### src/rtl/mtimer_pkg.sv
// ----------------------------------------------------------------------------
// mtimer_pkg : register offsets, CTRL fields, bus FSM encoding, strobe helper
// Rev 1.0
// ----------------------------------------------------------------------------
`default_nettype none

package mtimer_pkg;

  localparam logic [2:0] MTMR_CTRL    = 3'd0;
  localparam logic [2:0] MTMR_STATUS  = 3'd1;
  localparam logic [2:0] MTMR_TIME_LO = 3'd2;
  localparam logic [2:0] MTMR_TIME_HI = 3'd3;
  localparam logic [2:0] MTMR_CMP_LO  = 3'd4;
  localparam logic [2:0] MTMR_CMP_HI  = 3'd5;

  localparam int CTRL_EN_BIT    = 0;
  localparam int CTRL_IRQEN_BIT = 1;
  localparam int CTRL_DIV_LSB   = 8;
  localparam int CTRL_DIV_W     = 8;

  typedef enum logic [1:0] {
    BUS_IDLE = 2'd0,
    BUS_WR   = 2'd1,
    BUS_RD   = 2'd2,
    BUS_RDAT = 2'd3
  } bus_state_e;

  function automatic logic [31:0] apply_strb(input logic [31:0] old_v,
                                             input logic [31:0] new_v,
                                             input logic [3:0]  strb);
    logic [31:0] res;
    for (int b = 0; b < 4; b++) begin
      res[b*8 +: 8] = strb[b] ? new_v[b*8 +: 8] : old_v[b*8 +: 8];
    end
    return res;
  endfunction

endpackage

`default_nettype wire

### src/rtl/mtimer_if.sv
// ----------------------------------------------------------------------------
// mtimer_if : slave-side AXI4-lite subset (no B channel, prot or resp)
// Rev 1.0
// ----------------------------------------------------------------------------
`default_nettype none

interface mtimer_if #(
  parameter int AW = 32,
  parameter int DW = 32
);
  logic [AW-1:0]   awaddr;
  logic            awvalid;
  logic            awready;
  logic [DW-1:0]   wdata;
  logic [DW/8-1:0] wstrb;
  logic            wvalid;
  logic            wready;
  logic [AW-1:0]   araddr;
  logic            arvalid;
  logic            arready;
  logic [DW-1:0]   rdata;
  logic            rvalid;
  logic            rready;

  modport master (
    output awaddr, awvalid, wdata, wstrb, wvalid, araddr, arvalid, rready,
    input  awready, wready, arready, rdata, rvalid
  );

  modport slave (
    input  awaddr, awvalid, wdata, wstrb, wvalid, araddr, arvalid, rready,
    output awready, wready, arready, rdata, rvalid
  );
endinterface

`default_nettype wire

### src/rtl/mtimer_axil_slv_if.sv
// ----------------------------------------------------------------------------
// axil_slv_if : IDLE/WR/RD/RDAT handshake FSM exposing a simple register port
// Rev 1.0
// ----------------------------------------------------------------------------
`default_nettype none

module axil_slv_if
  import mtimer_pkg::*;
#(
  parameter int AW = 32,
  parameter int DW = 32
) (
  input  logic            clk,
  input  logic            rst,
  mtimer_if.slave         s_axi,
  output logic            reg_we_o,
  output logic            reg_re_o,
  output logic [2:0]      reg_addr_o,
  output logic [DW-1:0]   reg_wdata_o,
  output logic [DW/8-1:0] reg_wstrb_o,
  input  logic [DW-1:0]   reg_rdata_i
);

  bus_state_e      state_q;
  logic            awready_q;
  logic            wready_q;
  logic            arready_q;
  logic            rvalid_q;
  logic [DW-1:0]   rdata_q;
  logic            we_q;
  logic            re_q;
  logic [2:0]      addr_q;
  logic [DW-1:0]   wdata_q;
  logic [DW/8-1:0] wstrb_q;

  logic unused_addr_bits;
  assign unused_addr_bits = ^{s_axi.awaddr[AW-1:5], s_axi.awaddr[1:0],
                              s_axi.araddr[AW-1:5], s_axi.araddr[1:0]};

  // Address and write data are captured on leaving IDLE; the master holds
  // them stable until the ready pulse, so the captured copy is exact.
  always_ff @(posedge clk or posedge rst) begin
    if (rst) begin
      state_q   <= BUS_IDLE;
      awready_q <= 1'b0;
      wready_q  <= 1'b0;
      arready_q <= 1'b0;
      rvalid_q  <= 1'b0;
      rdata_q   <= '0;
      we_q      <= 1'b0;
      re_q      <= 1'b0;
      addr_q    <= '0;
      wdata_q   <= '0;
      wstrb_q   <= '0;
    end else begin
      awready_q <= 1'b0;
      wready_q  <= 1'b0;
      arready_q <= 1'b0;
      we_q      <= 1'b0;
      re_q      <= 1'b0;
      case (state_q)
        BUS_IDLE: begin
          if (s_axi.awvalid && s_axi.wvalid) begin
            state_q   <= BUS_WR;
            awready_q <= 1'b1;
            wready_q  <= 1'b1;
            we_q      <= 1'b1;
            addr_q    <= s_axi.awaddr[4:2];
            wdata_q   <= s_axi.wdata;
            wstrb_q   <= s_axi.wstrb;
          end else if (s_axi.arvalid) begin
            state_q   <= BUS_RD;
            arready_q <= 1'b1;
            re_q      <= 1'b1;
            addr_q    <= s_axi.araddr[4:2];
          end
        end
        BUS_WR: state_q <= BUS_IDLE;
        BUS_RD: begin
          state_q  <= BUS_RDAT;
          rvalid_q <= 1'b1;
          rdata_q  <= reg_rdata_i;
        end
        BUS_RDAT: begin
          if (s_axi.rready) begin
            state_q  <= BUS_IDLE;
            rvalid_q <= 1'b0;
          end
        end
        default: state_q <= BUS_IDLE;
      endcase
    end
  end

  assign s_axi.awready = awready_q;
  assign s_axi.wready  = wready_q;
  assign s_axi.arready = arready_q;
  assign s_axi.rvalid  = rvalid_q;
  assign s_axi.rdata   = rdata_q;
  assign reg_we_o      = we_q;
  assign reg_re_o      = re_q;
  assign reg_addr_o    = addr_q;
  assign reg_wdata_o   = wdata_q;
  assign reg_wstrb_o   = wstrb_q;

endmodule

`default_nettype wire

### src/rtl/mtimer.sv
// ----------------------------------------------------------------------------
// mtimer : 64-bit machine timer with prescaler, compare and level interrupt
// Rev 1.0
// ----------------------------------------------------------------------------
`default_nettype none

module mtimer
  import mtimer_pkg::*;
#(
  parameter int AW = 32,
  parameter int DW = 32
) (
  input  logic    clk,
  input  logic    rst,
  mtimer_if.slave tmr_axi,
  output logic    timer_irq_o
);

  logic            reg_we;
  logic            reg_re;
  logic [2:0]      reg_addr;
  logic [DW-1:0]   reg_wdata;
  logic [DW/8-1:0] reg_wstrb;
  logic [DW-1:0]   reg_rdata;

  axil_slv_if #(.AW(AW), .DW(DW)) u_bus (
    .clk         (clk),
    .rst         (rst),
    .s_axi       (tmr_axi),
    .reg_we_o    (reg_we),
    .reg_re_o    (reg_re),
    .reg_addr_o  (reg_addr),
    .reg_wdata_o (reg_wdata),
    .reg_wstrb_o (reg_wstrb),
    .reg_rdata_i (reg_rdata)
  );

  logic                  en_q, en_d;
  logic                  irq_en_q, irq_en_d;
  logic [CTRL_DIV_W-1:0] div_q, div_d;
  logic [CTRL_DIV_W-1:0] prs_q, prs_d;
  logic [63:0]           mtime_q, mtime_d;
  logic [63:0]           cmp_q, cmp_d;
  logic [31:0]           shadow_q, shadow_d;
  logic                  pending_q, pending_d;
  logic                  irq_q, irq_d;
  logic                  tick, cmp_hit;
  logic                  wr_ctrl, wr_status, wr_tlo, wr_thi, wr_clo, wr_chi;

  assign wr_ctrl   = reg_we && (reg_addr == MTMR_CTRL);
  assign wr_status = reg_we && (reg_addr == MTMR_STATUS);
  assign wr_tlo    = reg_we && (reg_addr == MTMR_TIME_LO);
  assign wr_thi    = reg_we && (reg_addr == MTMR_TIME_HI);
  assign wr_clo    = reg_we && (reg_addr == MTMR_CMP_LO);
  assign wr_chi    = reg_we && (reg_addr == MTMR_CMP_HI);

  always_comb begin
    en_d     = en_q;
    irq_en_d = irq_en_q;
    div_d    = div_q;
    if (wr_ctrl && reg_wstrb[0]) begin
      en_d     = reg_wdata[CTRL_EN_BIT];
      irq_en_d = reg_wdata[CTRL_IRQEN_BIT];
    end
    if (wr_ctrl && reg_wstrb[1]) div_d = reg_wdata[CTRL_DIV_LSB +: CTRL_DIV_W];

    tick = en_q && (prs_q == div_q);
    if (!en_q || wr_ctrl || tick) prs_d = '0;
    else                          prs_d = prs_q + 1'b1;

    // A bus write to either half of mtime replaces that cycle's increment.
    mtime_d = tick ? mtime_q + 64'd1 : mtime_q;
    if (wr_tlo) mtime_d = {mtime_q[63:32], apply_strb(mtime_q[31:0], reg_wdata, reg_wstrb)};
    if (wr_thi) mtime_d = {apply_strb(mtime_q[63:32], reg_wdata, reg_wstrb), mtime_q[31:0]};

    cmp_d = cmp_q;
    if (wr_clo) cmp_d[31:0]  = apply_strb(cmp_q[31:0], reg_wdata, reg_wstrb);
    if (wr_chi) cmp_d[63:32] = apply_strb(cmp_q[63:32], reg_wdata, reg_wstrb);

    cmp_hit = en_q && (mtime_q >= cmp_q);
    if (cmp_hit)                                      pending_d = 1'b1;
    else if (wr_status && reg_wstrb[0] && reg_wdata[0]) pending_d = 1'b0;
    else                                              pending_d = pending_q;

    shadow_d = (reg_re && (reg_addr == MTMR_TIME_LO)) ? mtime_q[63:32] : shadow_q;
    irq_d    = pending_q && irq_en_q;

    reg_rdata = '0;
    case (reg_addr)
      MTMR_CTRL: begin
        reg_rdata[CTRL_EN_BIT]                   = en_q;
        reg_rdata[CTRL_IRQEN_BIT]                = irq_en_q;
        reg_rdata[CTRL_DIV_LSB +: CTRL_DIV_W]    = div_q;
      end
      MTMR_STATUS:  reg_rdata[0] = pending_q;
      MTMR_TIME_LO: reg_rdata    = mtime_q[31:0];
      MTMR_TIME_HI: reg_rdata    = shadow_q;
      MTMR_CMP_LO:  reg_rdata    = cmp_q[31:0];
      MTMR_CMP_HI:  reg_rdata    = cmp_q[63:32];
      default:      reg_rdata    = '0;
    endcase
  end

  always_ff @(posedge clk or posedge rst) begin
    if (rst) begin
      en_q      <= 1'b0;
      irq_en_q  <= 1'b0;
      div_q     <= '0;
      prs_q     <= '0;
      mtime_q   <= '0;
      cmp_q     <= '1;
      shadow_q  <= '0;
      pending_q <= 1'b0;
      irq_q     <= 1'b0;
    end else begin
      en_q      <= en_d;
      irq_en_q  <= irq_en_d;
      div_q     <= div_d;
      prs_q     <= prs_d;
      mtime_q   <= mtime_d;
      cmp_q     <= cmp_d;
      shadow_q  <= shadow_d;
      pending_q <= pending_d;
      irq_q     <= irq_d;
    end
  end

  assign timer_irq_o = irq_q;

endmodule

`default_nettype wire

### src/flat_wrapper.sv
// flat-port wrapper written by rule: the top's interface ports become plain ports
module mtimer_flat import mtimer_pkg::*;
#(
  parameter int AW = 32,
  parameter int DW = 32
)
  (clk, rst, timer_irq_o, tmr_axi_awaddr, tmr_axi_awvalid, tmr_axi_wdata, tmr_axi_wstrb, tmr_axi_wvalid, tmr_axi_araddr, tmr_axi_arvalid, tmr_axi_rready, tmr_axi_awready, tmr_axi_wready, tmr_axi_arready, tmr_axi_rdata, tmr_axi_rvalid);
  mtimer_if #(.AW(AW), .DW(DW)) tmr_axi_i ();
  input  logic clk;
  input  logic rst;
  output logic timer_irq_o;
  input wire logic [$bits(tmr_axi_i.awaddr)-1:0] tmr_axi_awaddr;
  input wire logic [$bits(tmr_axi_i.awvalid)-1:0] tmr_axi_awvalid;
  input wire logic [$bits(tmr_axi_i.wdata)-1:0] tmr_axi_wdata;
  input wire logic [$bits(tmr_axi_i.wstrb)-1:0] tmr_axi_wstrb;
  input wire logic [$bits(tmr_axi_i.wvalid)-1:0] tmr_axi_wvalid;
  input wire logic [$bits(tmr_axi_i.araddr)-1:0] tmr_axi_araddr;
  input wire logic [$bits(tmr_axi_i.arvalid)-1:0] tmr_axi_arvalid;
  input wire logic [$bits(tmr_axi_i.rready)-1:0] tmr_axi_rready;
  output wire logic [$bits(tmr_axi_i.awready)-1:0] tmr_axi_awready;
  output wire logic [$bits(tmr_axi_i.wready)-1:0] tmr_axi_wready;
  output wire logic [$bits(tmr_axi_i.arready)-1:0] tmr_axi_arready;
  output wire logic [$bits(tmr_axi_i.rdata)-1:0] tmr_axi_rdata;
  output wire logic [$bits(tmr_axi_i.rvalid)-1:0] tmr_axi_rvalid;
  assign tmr_axi_i.awaddr = tmr_axi_awaddr;
  assign tmr_axi_i.awvalid = tmr_axi_awvalid;
  assign tmr_axi_i.wdata = tmr_axi_wdata;
  assign tmr_axi_i.wstrb = tmr_axi_wstrb;
  assign tmr_axi_i.wvalid = tmr_axi_wvalid;
  assign tmr_axi_i.araddr = tmr_axi_araddr;
  assign tmr_axi_i.arvalid = tmr_axi_arvalid;
  assign tmr_axi_i.rready = tmr_axi_rready;
  assign tmr_axi_awready = tmr_axi_i.awready;
  assign tmr_axi_wready = tmr_axi_i.wready;
  assign tmr_axi_arready = tmr_axi_i.arready;
  assign tmr_axi_rdata = tmr_axi_i.rdata;
  assign tmr_axi_rvalid = tmr_axi_i.rvalid;
  mtimer #(.AW(AW), .DW(DW)) u_core (.clk(clk), .rst(rst), .tmr_axi(tmr_axi_i), .timer_irq_o(timer_irq_o));
endmodule
### config.mk
export PLATFORM = sky130hd
export DESIGN_NAME = mtimer_flat
export DESIGN_NICKNAME = d
export VERILOG_FILES = /design/src/rtl/mtimer_pkg.sv /design/src/rtl/mtimer_if.sv /design/src/rtl/mtimer_axil_slv_if.sv /design/src/rtl/mtimer.sv /design/src/flat_wrapper.sv
export SDC_FILE = /design/constraint.sdc
export NUM_CORES = 1
export LEC_CHECK = 0
export CAP_MARGIN = 20
export CORE_UTILIZATION = 50
export DETAILED_ROUTE_END_ITERATION = 7
export GPL_ROUTABILITY_DRIVEN = 1
export PLACE_DENSITY = 0.71
export SLEW_MARGIN = 20
export SYNTH_ARGS = -nofsm -noshare
export SYNTH_HDL_FRONTEND = slang
export SYNTH_SLANG_ARGS = --single-unit
### constraint.sdc
create_clock -name clk -period 21.3 [get_ports clk]
set_input_delay 2.13 -clock clk [delete_from_list [all_inputs] [get_ports clk]]
set_output_delay 2.13 -clock clk [all_outputs]
set_load 0.02 [all_outputs]
== Word level (Yosys, flattened, before mapping) ==
Index checks and enable logic that the tools add are counted.
Operators by class
  bitwise gates (word level): 1
  reduce and logical (&&, ||, !) cells: 45
  order comparisons: 1
  $add $sub $neg: 2
  equality and inequality tests: 20
  multiplexer cells: 28
Operators by type and width (count)
  64-bit two-way mux: 3
  64-bit by 1-bit adder with 64-bit output, second input constant: 1
  64-bit >= comparator: 1
  16-bit case mux with 4 select lines: 1
  8-bit two-way mux: 5
  8-bit case mux with 5 select lines: 1
  6-bit case mux with 4 select lines: 1
  2-bit AND reduction: 12
  3-bit AND reduction: 8
  2-bit != test, second input constant: 10
  1-bit logical AND: 15
  2-bit nonzero test: 5
  8-bit by 1-bit adder with 8-bit output, second input constant: 1
  8-bit equality test: 1
  1-bit two-way mux: 8
  2-bit case mux with 4 select lines: 1
  3-bit by 2-bit equality test with 1-bit output, second input constant: 2
  3-bit equality test, second input constant: 2
  2-bit two-way mux: 3
  3-bit two-way mux: 2
  1-bit case mux with 6 select lines: 1
  1-bit case mux with 5 select lines: 1
  2-bit equality test, second input constant: 2
  3-bit by 1-bit equality test with 1-bit output, second input constant: 1
  8 further kinds: 9
Word-level totals
  word-level logic and storage cells: 128
  register bits after elaboration: 256
  bits of input ports: 106

== Logic depth before layout (Yosys ltp) ==
  depth after elaboration: 6
  depth in mapped cells: 10
  depth with buffers taken out: 8

== By module ==
A second synthesis with hierarchy kept.
Second synthesis, totals
  cells, all modules: 1436
  area, all modules: 14118.5 µm²
By module, submodules not included
  mtimer: seq. area each 4584.4 µm², cells an instance 1262, area an instance 11219.5 µm², instances 1
  axil_slv_if: seq. area each 1901.8 µm², cells an instance 174, area an instance 2899.0 µm², instances 1

== Least setup slack after synthesis ==
No wires, ideal clock.
  kind: input port to flip-flop
  start point: input port tmr_axi_awvalid
  end point: register u_core.u_bus.wdata_q[10] (netlist: u_core.u_bus.reg_wdata_o[10])
  required time: 21175 ps
  slack: 17644 ps
  path buffers: 2
  stages on the path: 5
  arrival time: 3531 ps
  path through: nand2_1 > nor3_1 > clkbuf_1 > buf_1 > mux2_2
Between the ends
  longest elaborated chain between the ends: 2
Ends and longest elaborated chain
  from (decl): RTL line flat_wrapper.sv:13  | input wire logic [$bits(tmr_axi_i.awvalid)-1:0] tmr_axi_awvalid;
  1-bit logical AND: RTL line mtimer_axil_slv_if.sv:63  | if (s_axi.awvalid && s_axi.wvalid) begin
  2-bit AND reduction (no line)
  to (signal assigned): RTL line mtimer_axil_slv_if.sv:69  | wdata_q <= s_axi.wdata;
  to (decl): RTL line mtimer_axil_slv_if.sv:33  | logic [DW-1:0] wdata_q;
Every way passes these cells.
A chain may end at the register's enable or synchronous reset.

==> qor.csv <==
stage,metric,value,unit
critical_path,CP bufs+invs,1,
synthesis,post-synthesis sequential area ratio,0.451,
detailed_routing,DRC,0,
critical_path,"Req. time, crit path",19.17,ns
finish,Finished Layout Cells,1882,
floorplan,row count,61,
global_route,initial antenna violation count,2,
floorplan,Core ar.,28000,sq um
floorplan,Die Ht,172,microns
timing,measured slew at the worst slew-check pin,1.10,ns
clocking,clock latency on the worst-skew pair,0.57,ns
detailed_routing,Routed WL,43300,microns
synthesis,"Top FF cell, synth",dfrtp_1,
synthesis,"EDFF count, synth",0,
timing,Max Clock Skew,0.0240,ns
clocking,clk sinks,256,
global_route,grt total ovfl,0,
synthesis,Netlist cell types,75,
critical_path,Setup CP Type,register to primary output,
clocking,clock-pin slew on the worst setup and hold paths,0.06,ns
synthesis,Synth Register Bits,256,
detailed_routing,Detailed Routing Iterations Pass 1,5,
global_route,largest net degree at the start of global routing,114,
place,routability cong.,0.961,
clocking,clk root buf,clkbuf_16,
synthesis,Synth Net Count,1605,
min_path,Min-Delay Path Class,register to register,
clocking,CTS Buf Count,29,
synthesis,cells after synthesis,1433,
critical_path,"CP delay by family, top",buffers and inverters,
critical_path,Worst EP arrival,1.94,ns
timing,Max Clock Freq,246,MHz
finish,layout cells sized above 1,0.195,
detailed_routing,Vias,12100,
detailed_routing,initial DRC count,1191,
clocking,htree depth,1,
detailed_routing,Vias/cell,6.42,
timing,final setup TNS,0,ns
finish,Syn-to-layout area delta,14.9,%
place,I/O Buffers,84,
clocking,clk buf depth,3,
clocking,number of hold buffers added after CTS,0,
synthesis,Syn. warnings,0,
timing,RSZ-0062 raised after global routing,no,
outcome,status,"complete, no violations",
floorplan,Boundary Pins,143,
timing,final cycle utilization of the critical path,0.191,
critical_path,Critical-path top delay cell,clkdlybuf4s50_1,
timing,final slew viol count,0,
critical_path,Crit. End Element,primary output,
floorplan,die width,172,microns
clocking,TritonCTS clock tree,built,
place,DP Wirelength,29800,microns
detailed_routing,average wire per standard cell,23.0,microns
critical_path,worst path cell trace,clkdlybuf4s50_1,
synthesis,synthesized area,14400,sq um
critical_path,r2r setup slk,17.73,ns
timing,Final min period,4.07,ns
timing,Final Hold Viols,0,
synthesis,synthesized area per cell,10.0,sq um
finish,Filler cells,2396,
floorplan,Starting Density,0.514,
pwr,Peak supply drop,84.4,uV
global_route,vias in the first global route,11600,
pwr,Pleak,6.83,nW
finish,diode count,0,
pwr,pwr dens,120,nW/um^2
finish,final-stage net count,1653,
critical_path,CP Launch Type,register,
floorplan,DIE AREA,29500,sq um
global_route,first-pass GRT wire length,67800,microns
clocking,post_cts resized,0,
critical_path,slowest cell delay on critical path,0.71,ns
timing,final-report setup violation count,0,
global_route,Tot GR Track Use,0.303,
place,Placed Cells,1828,
synthesis,"Async S/R FF share, synth",1.00,
critical_path,crit path max fanout,10,
job,max-cap viol count,0,
timing,Slew HR,0.263,
detailed_routing,post-route ant nets,0,
clocking,# Post-CTS Setup Buffers,0,
## power breakdown
part / switching [mW] / internal [mW]
Combinational: 0.392 / 0.264
Clock: 0.209 / 0.314
Sequential: 0.176 / 0.633
Total: 0.778 / 1.21
## cells in the mapped netlist (8+ instances only)
library cell / count / area [sq um]
a21o_1: 15 / 113
a21oi_1: 97 / 485
a221oi_1: 23 / 201
a22o_1: 26 / 228
a22oi_1: 29 / 218
a2bb2oi_1: 12 / 105
a31oi_1: 11 / 68.8
and2_1: 15 / 93.8
and3_1: 17 / 106
and4_1: 8 / 70.1
buf_1: 13 / 48.8
buf_2: 8 / 40.0
clkbuf_1: 63 / 236
dfrtp_1: 192 / 4800
dfstp_2: 64 / 1680
ha_1: 66 / 826
inv_1: 81 / 304
mux2_2: 133 / 1500
mux2i_1: 19 / 190
nand2_1: 86 / 323
nand2b_1: 8 / 50.1
nand3_1: 49 / 245
nand4_1: 37 / 231
nor2_1: 83 / 312
nor3_1: 25 / 125
nor4_1: 15 / 93.8
o21ai_0: 91 / 455
o22a_1: 10 / 87.6
o22ai_1: 14 / 87.6
o2bb2ai_1: 10 / 87.6
or3_1: 9 / 56.3
xnor2_1: 10 / 87.6
## logic make-up after synthesis
family | count (synthesis) | synth area share
XOR/XNOR | 14 | 0.00852
AND/OR/NAND/NOR | 379 | 0.136
multiplexers | 159 | 0.123
adder cells (fa/ha/maj) | 66 | 0.0574
AO/OA/AOI/OAI | 391 | 0.179
buffers and inverters | 168 | 0.0453
flip-flops | 256 | 0.451
## cell type report
| class | instances | area [sq um] | area share |
|---|---|---|---|
| tap | 378 | 473 | 0.0286 |
| multi-input combinational | 1009 | 7270 | 0.440 |
| clock buffer | 40 | 847 | 0.0512 |
| timing repair buffer | 103 | 983 | 0.0595 |
| clock inverter | 14 | 158 | 0.00953 |
| sequential | 256 | 6490 | 0.392 |
| inverter | 82 | 315 | 0.0191 |
## cells in the final DEF (no fill, tap or decap), drive strengths merged, types with 12 or more instances in the layout
cell type      count
a21o              15
a21oi             97
a221oi            23
a22o              26
a22oi             29
a2bb2oi           12
and2              16
and3              17
buf               19
clkbuf            40
clkdlybuf4s50     84
dfrtp            192
dfstp             64
ha                66
inv               84
mux2             140
mux2i             19
nand2             86
nand3             51
nand4             37
nor2              83
nor3              27
nor4              18
o21ai             96
o22ai             14
## per-layer routing
| metal | part of all wire | vias up | track usage |
|---|---|---|---|
| met5 | 0.00030 | - | 0 |
| met4 | 0.035 | 2 | 0.105 |
| met3 | 0.083 | 98 | 0.0603 |
| met2 | 0.44 | 505 | 0.462 |
| met1 | 0.44 | 6061 | 0.429 |
| li1 | - | 5414 | - |
## flip-flops by register name (all words and copies together), names as in the netlist, 2 cells and up
register                  count
u_core.cmp_q                 64
u_core.div_q                  8
u_core.prs_q                  8
u_core.u_bus.reg_wdata_o     32
u_core.shadow_q              32
u_core.u_bus.reg_wstrb_o      4
u_core.u_bus.s_axi.rdata     32
u_core.u_bus.state_q          2
u_core.mtime_q               64
u_core.u_bus.reg_addr_o       3
## final timing paths
path,from,end,cells after the start
max in group asynchronous,rst,u_core.mtime_q[47]$_DFFE_PP0P_,3
hold reg to reg,u_core.u_bus.s_axi.rdata[22]$_DFFE_PP0P_,u_core.u_bus.s_axi.rdata[22]$_DFFE_PP0P_,2
setup / recovery,u_core.u_bus.reg_we_o$_DFF_PP0_,tmr_axi_wready,1
setup reg to reg,u_core.u_bus.reg_addr_o[1]$_DFFE_PP0P_,u_core.mtime_q[48]$_DFFE_PP0P_,10
min in group asynchronous,rst,u_core.prs_q[6]$_DFF_PP0_,2
hold / removal,u_core.u_bus.s_axi.rdata[22]$_DFFE_PP0P_,u_core.u_bus.s_axi.rdata[22]$_DFFE_PP0P_,2
## stage by stage
stage / setup WS, ns / hold slack (ns) / area [sq um] / util / total power [mW]
after floorplan: 12.23 / 0.458 / 14400 / - / 1.18
after global placement: 17.03 / 0.461 / 15500 / 0.554 / 1.44
after detailed placement: 17.00 / 0.471 / 15500 / 0.554 / 1.46
after CTS: 17.25 / 0.485 / 16500 / 0.590 / 1.98
after global routing: 17.16 / 0.507 / 16500 / 0.590 / 2.09
final: 17.23 / 0.477 / 16500 / 0.590 / 1.99
Power figures use the tool's default switching activity.
